`config.mk`:
```
export PLATFORM = sky130hd
export DESIGN_NAME = rom_prefetch_flat
export DESIGN_NICKNAME = d
export VERILOG_FILES = /design/src/rtl/rom_prefetch_if.sv /design/src/rtl/rom_prefetch.sv /design/src/flat_wrapper.sv
export SDC_FILE = /design/constraint.sdc
export NUM_CORES = 1
export LEC_CHECK = 0
export BUFFER_PORTS_ARGS = -buffer_cell sky130_fd_sc_hd__buf_2
export CORE_AREA = 2 2 132 134
export DETAILED_ROUTE_END_ITERATION = 10
export DIE_AREA = 0 0 134 136
export PLACE_DENSITY = 0.81
export SKIP_LAST_GASP = 1
export SYNTH_ARGS = -nofsm -noshare
export SYNTH_HDL_FRONTEND = slang
export SYNTH_SLANG_ARGS = --single-unit
```
`constraint.sdc`:
```
create_clock -name clk -period 4.5 [get_ports clk]
set_input_delay 0.225 -clock clk [delete_from_list [all_inputs] [get_ports clk]]
set_output_delay 0.225 -clock clk [all_outputs]
set_load 0.02 [all_outputs]
```
`src/rtl/rom_prefetch_if.sv`:
```
// rtl/rom_prefetch_if.sv - CPU fetch and flash read signal bundle for rom_prefetch.
// slave is the prefetcher's view, master is the CPU/flash side.
interface rom_prefetch_if #(
  parameter int AW = 16,
  parameter int DW = 29
);
  logic          cpu_req;
  logic [AW-1:0] cpu_addr;
  logic          cpu_ready;
  logic          cpu_valid;
  logic [DW-1:0] cpu_data;
  logic          fl_start;
  logic [AW-1:0] fl_addr;
  logic          fl_busy;
  logic          fl_valid;
  logic [DW-1:0] fl_data;

  modport slave (
    input  cpu_req, cpu_addr, fl_busy, fl_valid, fl_data,
    output cpu_ready, cpu_valid, cpu_data, fl_start, fl_addr
  );

  modport master (
    output cpu_req, cpu_addr, fl_busy, fl_valid, fl_data,
    input  cpu_ready, cpu_valid, cpu_data, fl_start, fl_addr
  );
endinterface

```
`src/rtl/rom_prefetch.sv`:
```
// rtl/rom_prefetch.sv - sequential instruction prefetch FIFO in front of a flash reader.
// ROM_PREFETCH_STATS_EN adds saturating hit_cnt/miss_cnt outputs.
module rom_prefetch #(
  parameter int DEPTH = 4,
  parameter int AW    = 16,
  parameter int DW    = 29
) (
  input  logic          clk,
  input  logic          rst,
  rom_prefetch_if.slave bus
`ifdef ROM_PREFETCH_STATS_EN
  ,
  output logic [15:0]   hit_cnt,
  output logic [15:0]   miss_cnt
`endif
);
  localparam int PW = $clog2(DEPTH);
  localparam logic [PW:0] FULL = (PW+1)'(DEPTH);

  typedef enum logic [1:0] {IDLE, FETCH, DEMAND, DRAIN} state_t;

  state_t        state_q, state_d;
  logic [PW:0]   count_q, count_d;
  logic [PW-1:0] rd_ptr_q, rd_ptr_d;
  logic [AW-1:0] head_addr_q, head_addr_d;
  logic          pend_q, pend_d;
  logic          cpu_valid_q, cpu_valid_d;
  logic [DW-1:0] cpu_data_q, cpu_data_d;
  logic          fl_start_q, fl_start_d;
  logic [AW-1:0] fl_addr_q, fl_addr_d;
  logic [DW-1:0] mem_q [DEPTH];

  logic          cpu_ready;
  logic          hit, miss;
  logic          we;
  logic [PW-1:0] waddr;

  // pend_q: a demand read is owed but not yet launched (flash busy or old read draining)
  assign cpu_ready     = (state_q == IDLE || state_q == FETCH) && !pend_q;
  assign bus.cpu_ready = cpu_ready;
  assign bus.cpu_valid = cpu_valid_q;
  assign bus.cpu_data  = cpu_data_q;
  assign bus.fl_start  = fl_start_q;
  assign bus.fl_addr   = fl_addr_q;

  always_comb begin
    state_d     = state_q;
    count_d     = count_q;
    rd_ptr_d    = rd_ptr_q;
    head_addr_d = head_addr_q;
    pend_d      = pend_q;
    cpu_valid_d = 1'b0;
    cpu_data_d  = cpu_data_q;
    fl_start_d  = 1'b0;
    fl_addr_d   = fl_addr_q;
    we          = 1'b0;
    waddr       = rd_ptr_q + count_q[PW-1:0];
    hit         = 1'b0;
    miss        = 1'b0;

    if (cpu_ready && bus.cpu_req) begin
      if (count_q != '0 && bus.cpu_addr == head_addr_q) hit = 1'b1;
      else                                              miss = 1'b1;
    end

    if (hit) begin
      cpu_valid_d = 1'b1;
      cpu_data_d  = mem_q[rd_ptr_q];
      rd_ptr_d    = rd_ptr_q + 1'b1;
      head_addr_d = head_addr_q + 1'b1;
      count_d     = count_q - 1'b1;
    end

    case (state_q)
      IDLE: begin
        if (miss || pend_q) begin
          if (miss) begin
            head_addr_d = bus.cpu_addr;
            count_d     = '0;
          end
          if (!bus.fl_busy) begin
            fl_start_d = 1'b1;
            fl_addr_d  = miss ? bus.cpu_addr : head_addr_q;
            pend_d     = 1'b0;
            state_d    = DEMAND;
          end else begin
            pend_d = 1'b1;
          end
        end else if (count_q < FULL && !bus.fl_busy) begin
          // head+count is unaffected by a same-cycle pop
          fl_start_d = 1'b1;
          fl_addr_d  = head_addr_q + AW'(count_q);
          state_d    = FETCH;
        end
      end
      FETCH: begin
        if (miss) begin
          head_addr_d = bus.cpu_addr;
          count_d     = '0;
          pend_d      = 1'b1;
          state_d     = bus.fl_valid ? IDLE : DRAIN;
        end else if (bus.fl_valid) begin
          we      = 1'b1;
          count_d = hit ? count_q : count_q + 1'b1;
          state_d = IDLE;
        end
      end
      DRAIN: begin
        if (bus.fl_valid) state_d = IDLE;
      end
      DEMAND: begin
        if (bus.fl_valid) begin
          cpu_valid_d = 1'b1;
          cpu_data_d  = bus.fl_data;
          head_addr_d = head_addr_q + 1'b1;
          count_d     = '0;
          state_d     = IDLE;
        end
      end
      default: state_d = IDLE;
    endcase
  end

  always_ff @(posedge clk) begin
    if (rst) begin
      state_q     <= IDLE;
      count_q     <= '0;
      rd_ptr_q    <= '0;
      head_addr_q <= '0;
      pend_q      <= 1'b0;
      cpu_valid_q <= 1'b0;
      cpu_data_q  <= '0;
      fl_start_q  <= 1'b0;
      fl_addr_q   <= '0;
    end else begin
      state_q     <= state_d;
      count_q     <= count_d;
      rd_ptr_q    <= rd_ptr_d;
      head_addr_q <= head_addr_d;
      pend_q      <= pend_d;
      cpu_valid_q <= cpu_valid_d;
      cpu_data_q  <= cpu_data_d;
      fl_start_q  <= fl_start_d;
      fl_addr_q   <= fl_addr_d;
    end
  end

  always_ff @(posedge clk) begin
    if (we) mem_q[waddr] <= bus.fl_data;
  end

`ifdef ROM_PREFETCH_STATS_EN
  logic [15:0] hit_cnt_q, hit_cnt_d;
  logic [15:0] miss_cnt_q, miss_cnt_d;

  always_comb begin
    hit_cnt_d  = hit_cnt_q;
    miss_cnt_d = miss_cnt_q;
    if (hit && hit_cnt_q != 16'hFFFF)   hit_cnt_d  = hit_cnt_q + 1'b1;
    if (miss && miss_cnt_q != 16'hFFFF) miss_cnt_d = miss_cnt_q + 1'b1;
  end

  always_ff @(posedge clk) begin
    if (rst) begin
      hit_cnt_q  <= '0;
      miss_cnt_q <= '0;
    end else begin
      hit_cnt_q  <= hit_cnt_d;
      miss_cnt_q <= miss_cnt_d;
    end
  end

  assign hit_cnt  = hit_cnt_q;
  assign miss_cnt = miss_cnt_q;
`endif
endmodule

```
`src/flat_wrapper.sv`:
```
// flat-port wrapper written by rule: the top's interface ports become plain ports
module rom_prefetch_flat 
#(
  parameter int DEPTH = 4,
  parameter int AW    = 16,
  parameter int DW    = 29
)
  (clk, rst, bus_cpu_req, bus_cpu_addr, bus_fl_busy, bus_fl_valid, bus_fl_data, bus_cpu_ready, bus_cpu_valid, bus_cpu_data, bus_fl_start, bus_fl_addr);
  rom_prefetch_if #(.AW(AW), .DW(DW)) bus_i ();
  input  logic clk;
  input  logic rst;
  input wire logic [$bits(bus_i.cpu_req)-1:0] bus_cpu_req;
  input wire logic [$bits(bus_i.cpu_addr)-1:0] bus_cpu_addr;
  input wire logic [$bits(bus_i.fl_busy)-1:0] bus_fl_busy;
  input wire logic [$bits(bus_i.fl_valid)-1:0] bus_fl_valid;
  input wire logic [$bits(bus_i.fl_data)-1:0] bus_fl_data;
  output wire logic [$bits(bus_i.cpu_ready)-1:0] bus_cpu_ready;
  output wire logic [$bits(bus_i.cpu_valid)-1:0] bus_cpu_valid;
  output wire logic [$bits(bus_i.cpu_data)-1:0] bus_cpu_data;
  output wire logic [$bits(bus_i.fl_start)-1:0] bus_fl_start;
  output wire logic [$bits(bus_i.fl_addr)-1:0] bus_fl_addr;
  assign bus_i.cpu_req = bus_cpu_req;
  assign bus_i.cpu_addr = bus_cpu_addr;
  assign bus_i.fl_busy = bus_fl_busy;
  assign bus_i.fl_valid = bus_fl_valid;
  assign bus_i.fl_data = bus_fl_data;
  assign bus_cpu_ready = bus_i.cpu_ready;
  assign bus_cpu_valid = bus_i.cpu_valid;
  assign bus_cpu_data = bus_i.cpu_data;
  assign bus_fl_start = bus_i.fl_start;
  assign bus_fl_addr = bus_i.fl_addr;
  rom_prefetch #(.DEPTH(DEPTH), .AW(AW), .DW(DW)) u_core (.clk(clk), .rst(rst), .bus(bus_i));
endmodule
```
---- After elaboration in Yosys (flattened, before gate mapping) ----
Memory sizes are Yosys's and may differ from the RTL's. A register that Yosys moved wholly into a read port is not among the register bits.
Index checks and enable logic that the tools add are counted.
word-level totals
  flip-flop bits (word level) ............. 71
  bits in latches ......................... 0
  RAM bits ................................ 116
  ROM bits ................................ 0
  output and inout port bits .............. 48
  word-level logic and storage cells ...... 93
  memories kept ........................... 1
cells by class
  add/sub/neg operators ................... 6
  multipliers ............................. 0
  divide/modulo/power cells ............... 0
  magnitude comparators ................... 1
  equal/unequal tests ..................... 10
  shifts and indexed selects .............. 0
  muxes and demuxes ....................... 48
  bitwise logic cells ..................... 1
  reductions and logical operators ........ 17
memory list
  name          words  width  rd ports  clocked after memory_dff  write ports  RTL line            text
  u_core.mem_q  4      29     1         1                         1            rom_prefetch.sv:31  logic [DW-1:0] mem_q [DEPTH];
operator list
  kind                     number
  $mux W16                 8
  $mux W29                 3
  $pmux W16 S3             1
  $mux W3                  7
  $mux W1                  18
  $add A16 B1 Y16 const B  1
  $add A16 B3 Y16          1
  $eq A16 B16 Y1           1
  $mux W2                  8
  $pmux W3 S3              1
  $ne A3 B3 Y1 const B     2
  $pmux W2 S3              1
  $reduce_and A3 Y1        2
  $eq A2 B2 Y1 const B     2
  $logic_and A1 B1 Y1      4
  $ne A2 B2 Y1 const B     2
  $ne A4 B4 Y1 const B     1
  $reduce_bool A2 Y1       2
  $reduce_or A2 Y1         2
  $add A3 B1 Y3 const B    1
  $lt A3 B3 Y1 const B     1
  $reduce_bool A3 Y1       1
  $sub A3 B1 Y3 const B    1
  $add A2 B1 Y2 const B    1
  other kinds (9)          11

---- Depth between registers and ports, before layout ----
  word-level depth ........................ 9
  gate-level depth with buffers ........... 10
  mapped depth without buffers ............ 9

---- Least setup slack after synthesis ----
No wires, ideal clock.
  kind .................................... reg-to-reg
  start point ............................. register u_core.count_q[0]
  end point ............................... memory u_core.mem_q[0][0] (enable)
  data arrival time ....................... 4.457 ns
  slack ................................... -0.446 ns
  stages on the path, launching flop included .. 10
  path buffers ............................ 2
  cell sequence ........................... dfxtp_1 inv_1 ha_1 inv_1 o21ai_2 nor3_1 a21oi_1 buf_2 buf_2 nor4_1
on the way
  word-level cells in the longest chain between the ends .. 8
  elaborated cells on any way between the ends .. 9
  those cells by class .................... add/sub (1); mux (6); reduce/logical (2)
ends and longest elaborated chain
  element                        RTL line             text
  start, declared                rom_prefetch.sv:23   logic [PW:0] count_q, count_d;
  start signal, assigned         rom_prefetch.sv:137  count_q <= count_d;
  $reduce_bool A3 Y1             rom_prefetch.sv:62   if (count_q != '0 && bus.cpu_addr == head_addr_q) hit = 1'b1;
  $logic_and A1 B1 Y1            rom_prefetch.sv:62
  $mux W1                        rom_prefetch.sv:62
  $mux W1                        rom_prefetch.sv:61   if (cpu_ready && bus.cpu_req) begin
  $mux W1                        rom_prefetch.sv:97   if (miss) begin
  $mux W1                        rom_prefetch.sv:74   case (state_q)
  $mux W1                        rom_prefetch.sv:149  if (we) mem_q[waddr] <= bus.fl_data;
  $mux W1 (implied by the code)  rom_prefetch.sv:149
  end, declared                  rom_prefetch.sv:31
Several ways; a longest one is shown, not always the timed one.

---- Worst setup path in the final report ----
  start point ............................. register u_core.head_addr_q[4]
  end point ............................... memory u_core.mem_q[3][27] (enable)
on the way
  word-level cells in the longest chain between the ends .. 8
ends and longest elaborated chain
  element                        RTL line             text
  start, declared                rom_prefetch.sv:25   logic [AW-1:0] head_addr_q, head_addr_d;
  start signal, assigned         rom_prefetch.sv:139  head_addr_q <= head_addr_d;
  $eq A16 B16 Y1                 rom_prefetch.sv:62
  $logic_and A1 B1 Y1            rom_prefetch.sv:62
  $mux W1                        rom_prefetch.sv:62
  $mux W1                        rom_prefetch.sv:61
  $mux W1                        rom_prefetch.sv:97
  $mux W1                        rom_prefetch.sv:74
  $mux W1                        rom_prefetch.sv:149
  $mux W1 (implied by the code)  rom_prefetch.sv:149
No other way between the ends.

==> key figures <==
Synthesis
  • Syn_area_per_cell: 12.7 um^2
  • Synth Instances: 686
  • Top area cells in the synthesized netlist: edfxtp_1 40%, dfxtp_1 17%, mux4_2 7.5%, mux2i_1 3.7%, a211oi_1 3.1%
  • Post-synth ARST share: 0%
  • Mapped Nets: 745
  • Synthesis-stage register bit count: 189
  • Post-synth top area share: 40.1%
  • Most used DFF post-synth: edfxtp_1
  • Post-synth EDFFs: 116
  • YS warnings: 0
  • Register area share after synthesis: 56.9%
  • Synth cell types: 76
  • Post-synth top area cell: edfxtp_1
  • Mapped cell area: 8690 um^2

Power and ir drop
  • Clock share of power: 40.1%
  • VDD IR-drop max: 312 uV
  • Power Density: 396 nW/um^2
  • P_leak: 3.38 nW
  • Combinational fraction of design power: 10.1%
  • Int Pwr: 2.90 mW
  • Overall power: 3.90 mW
  • Part of the power in registers: 49.8%
  • Sw frac: 25.6%
  • Switching pwr: 1.00 mW

Hold path
  • Worst Hold End: u_core.mem_q[0][16]
  • Hold Crit Start: bus_fl_data[16]
  • Hold depth: 1
  • Type of the worst min-delay path: in -> reg

Clock network
  • CTS Buf Count: 17
  • Post-CTS sizing: 0
  • TritonCTS clock tree: yes
  • Worst-path clk slew: 70 ps
  • Root buffer cell: clkbuf_16
  • Clock Sinks: 189
  • H-tree depth: 4
  • Post-CTS Setup Inserts: 0
  • Maximum clock path buffer count: 2
  • CTS hold repair buffers: 0
  • Clock Latency Late Sink: 430 ps

Placed design
  • DP HPWL: 12.4 mm
  • Placer Congestion: 0.922
  • Placed instance area: 9240 um^2
  • Pre-CTS WS: 1520 ps
  • Count of buffers from port buffering: 97

Floorplan
  • Die Ht: 136 um
  • Die width: 134 um
  • # rows: 48
  • Initial Util: 51.5%
  • Core area: 16900 um^2
  • Die ar.: 18200 um^2
  • Io pins: 98

Critical path
  • Reg2reg setup slack: 1460 ps
  • R2r worst-path depth: 7
  • R2R Path Start: u_core.head_addr_q[4]
  • Required time worst endpoint: 4580 ps
  • R2R Path End: u_core.mem_q[3][27]
  • CP max FO: 29
  • Crit path DAT: 3120 ps
  • CP startpoint kind: flip-flop
  • Crit. End Element: flip-flop
  • Critical path class: reg -> reg

Cells and area
  • Total area of sequential cells: 4950 um^2
  • Commonest non-fill, non-tap cell in the layout: edfxtp_1
  • Area Growth Syn to Fin: 13.5%
  • Layout cells sized above 1: 25.2%
  • N_diodes: 0
  • Nets: 815
  • Core Util, Final: 58.4%
  • Fillers: 1360
  • Most frequent cells in the layout: 116 x edfxtp_1, 97 x buf_2, 72 x dfxtp_1
  • Design Area, Final: 9860 um^2
  • Multi-input gate area: 3400 um^2

Global route
  • Number of global-route vias before repair: 5726
  • Global route overflow: 0
  • First-pass GRT wire length: 30.9 mm
  • Largest net degree at the start of global routing: 58
  • Gr usage total: 22.1%
  • Initial antenna violation count: 0

STA
  • Worst Tran Pin Value: 1070 ps
  • Worst hold margin: 20.4 ps
  • Setup Viol. Count Final: 0
  • Fmax: 329 MHz
  • Slew Limit Fails: 0
  • Final Skew: 9.84 ps
  • Final Worst Setup Slack: 1460 ps
  • Fin crit period: 3040 ps
  • RSZ-0062 raised after global routing: false
  • Crit share post-route: 67.5%
  • Final hold vios: 0
  • Rel. slew slack: 28.4%

Job
  • Maxcap violations: 0

Route
  • Via density per instance: 5.99
  • Iter 0 DRT Violations: 577
  • WL/cell: 19.6 um
  • DRT Wirelength: 19.5 mm
  • DRT antenna net count: 0
  • Residual DRC count: 0
  • DRT Pass-1 Iters: 5
  • DR vias: 5956

Run status
  • Status: finished, final reports clean
## logic make-up after synthesis
group	after synthesis	synth area share, %
AO/OA/AOI/OAI	150	12.4
XOR/XNOR	42	4.32
adder cells (fa/ha/maj)	9	1.38
buffers and inverters	68	4.26
flip-flops	189	56.9
multiplexers	62	11.3
AND/OR/NAND/NOR	166	9.36
## synth_stat cells (all sizes together), types with 3 or more instances
library cell and instances:
edfxtp 116, dfxtp 73, nor2 68, a211oi 36
clkbuf 36, mux2i 32, mux4 29, o21ai 29
xnor2 26, nand2 24, a21oi 21, buf 21
xor2 16, a22oi 15, nand3 15, nor3 15
a31oi 13, inv 11, ha 8, nand4 7
nor2b 7, nor4 7, or3 7, and2 5
a222oi 3, a311oi 3, o32ai 3
## power groups by stage
stage               logic, mW  registers [mW]  clock network [mW]
finish                  0.394            1.94                1.56
global route            0.431            1.95                1.66
CTS                     0.392            1.94                1.59
detailed placement      0.389            1.98                   0
global placement        0.383            1.98                   0
floorplan               0.247            1.99                   0
## registers in the layout, summed over array words and instances (netlist names), named ones only
| name | count |
|---|---|
| u_core.mem_q | 116 |
| u_core.bus.cpu_valid | 1 |
| u_core.bus.fl_start | 1 |
| u_core.state_q | 2 |
| u_core.rd_ptr_q | 2 |
| u_core.bus.fl_addr | 16 |
| u_core.head_addr_q | 16 |
| u_core.pend_q | 1 |
| u_core.bus.cpu_data | 29 |
| u_core.count_q | 3 |
## how the worst max path moves through the flow
stage | start | end
after floorplan | u_core.count_q[0] | u_core.mem_q[0][0]
after global placement | u_core.head_addr_q[4] | u_core.mem_q[1][25]
after detailed placement | u_core.head_addr_q[4] | u_core.mem_q[1][20]
after CTS | u_core.head_addr_q[4] | u_core.mem_q[3][27]
after global routing | u_core.head_addr_q[6] | u_core.mem_q[3][27]
final | u_core.head_addr_q[4] | u_core.mem_q[3][27]
## layout make-up
type	count	area share [%]
Tap cell	225	2.86
Clock buffer	19	4.60
Inverter	11	0.419
Timing Repair Buffer	108	5.76
Multi-Input combinational cell	429	34.5
Sequential cell	189	50.2
Clock inverter	13	1.68
## worst max-delay path: stages, from the launching register on
cell	delay, ps
dfxtp_1	640
xnor2_1	210
nand4_2	130
or3_4	460
o21ai_4	490
nand3_1	220
nor2_2	120
buf_4	400
## metal layers
layer | wire length [um] | GRT usage, % | part of all wire, % | vias to the layer above
met4 | 373 | 8.04 | 1.9 | 0
met1 | 8510 | 29.7 | 44 | 2921
met2 | 9090 | 35.1 | 47 | 239
li1 | - | - | - | 2762
met5 | 0 | 0 | 0 | -
met3 | 1560 | 5.74 | 8.0 | 34
## stage by stage
step	std cells	setup TNS [ps]
after detailed placement	962	0
final	994	0
after CTS	994	0
after global placement	962	0
after floorplan	686	-25840
after global routing	994	0
(Power assumes the default switching activity.)
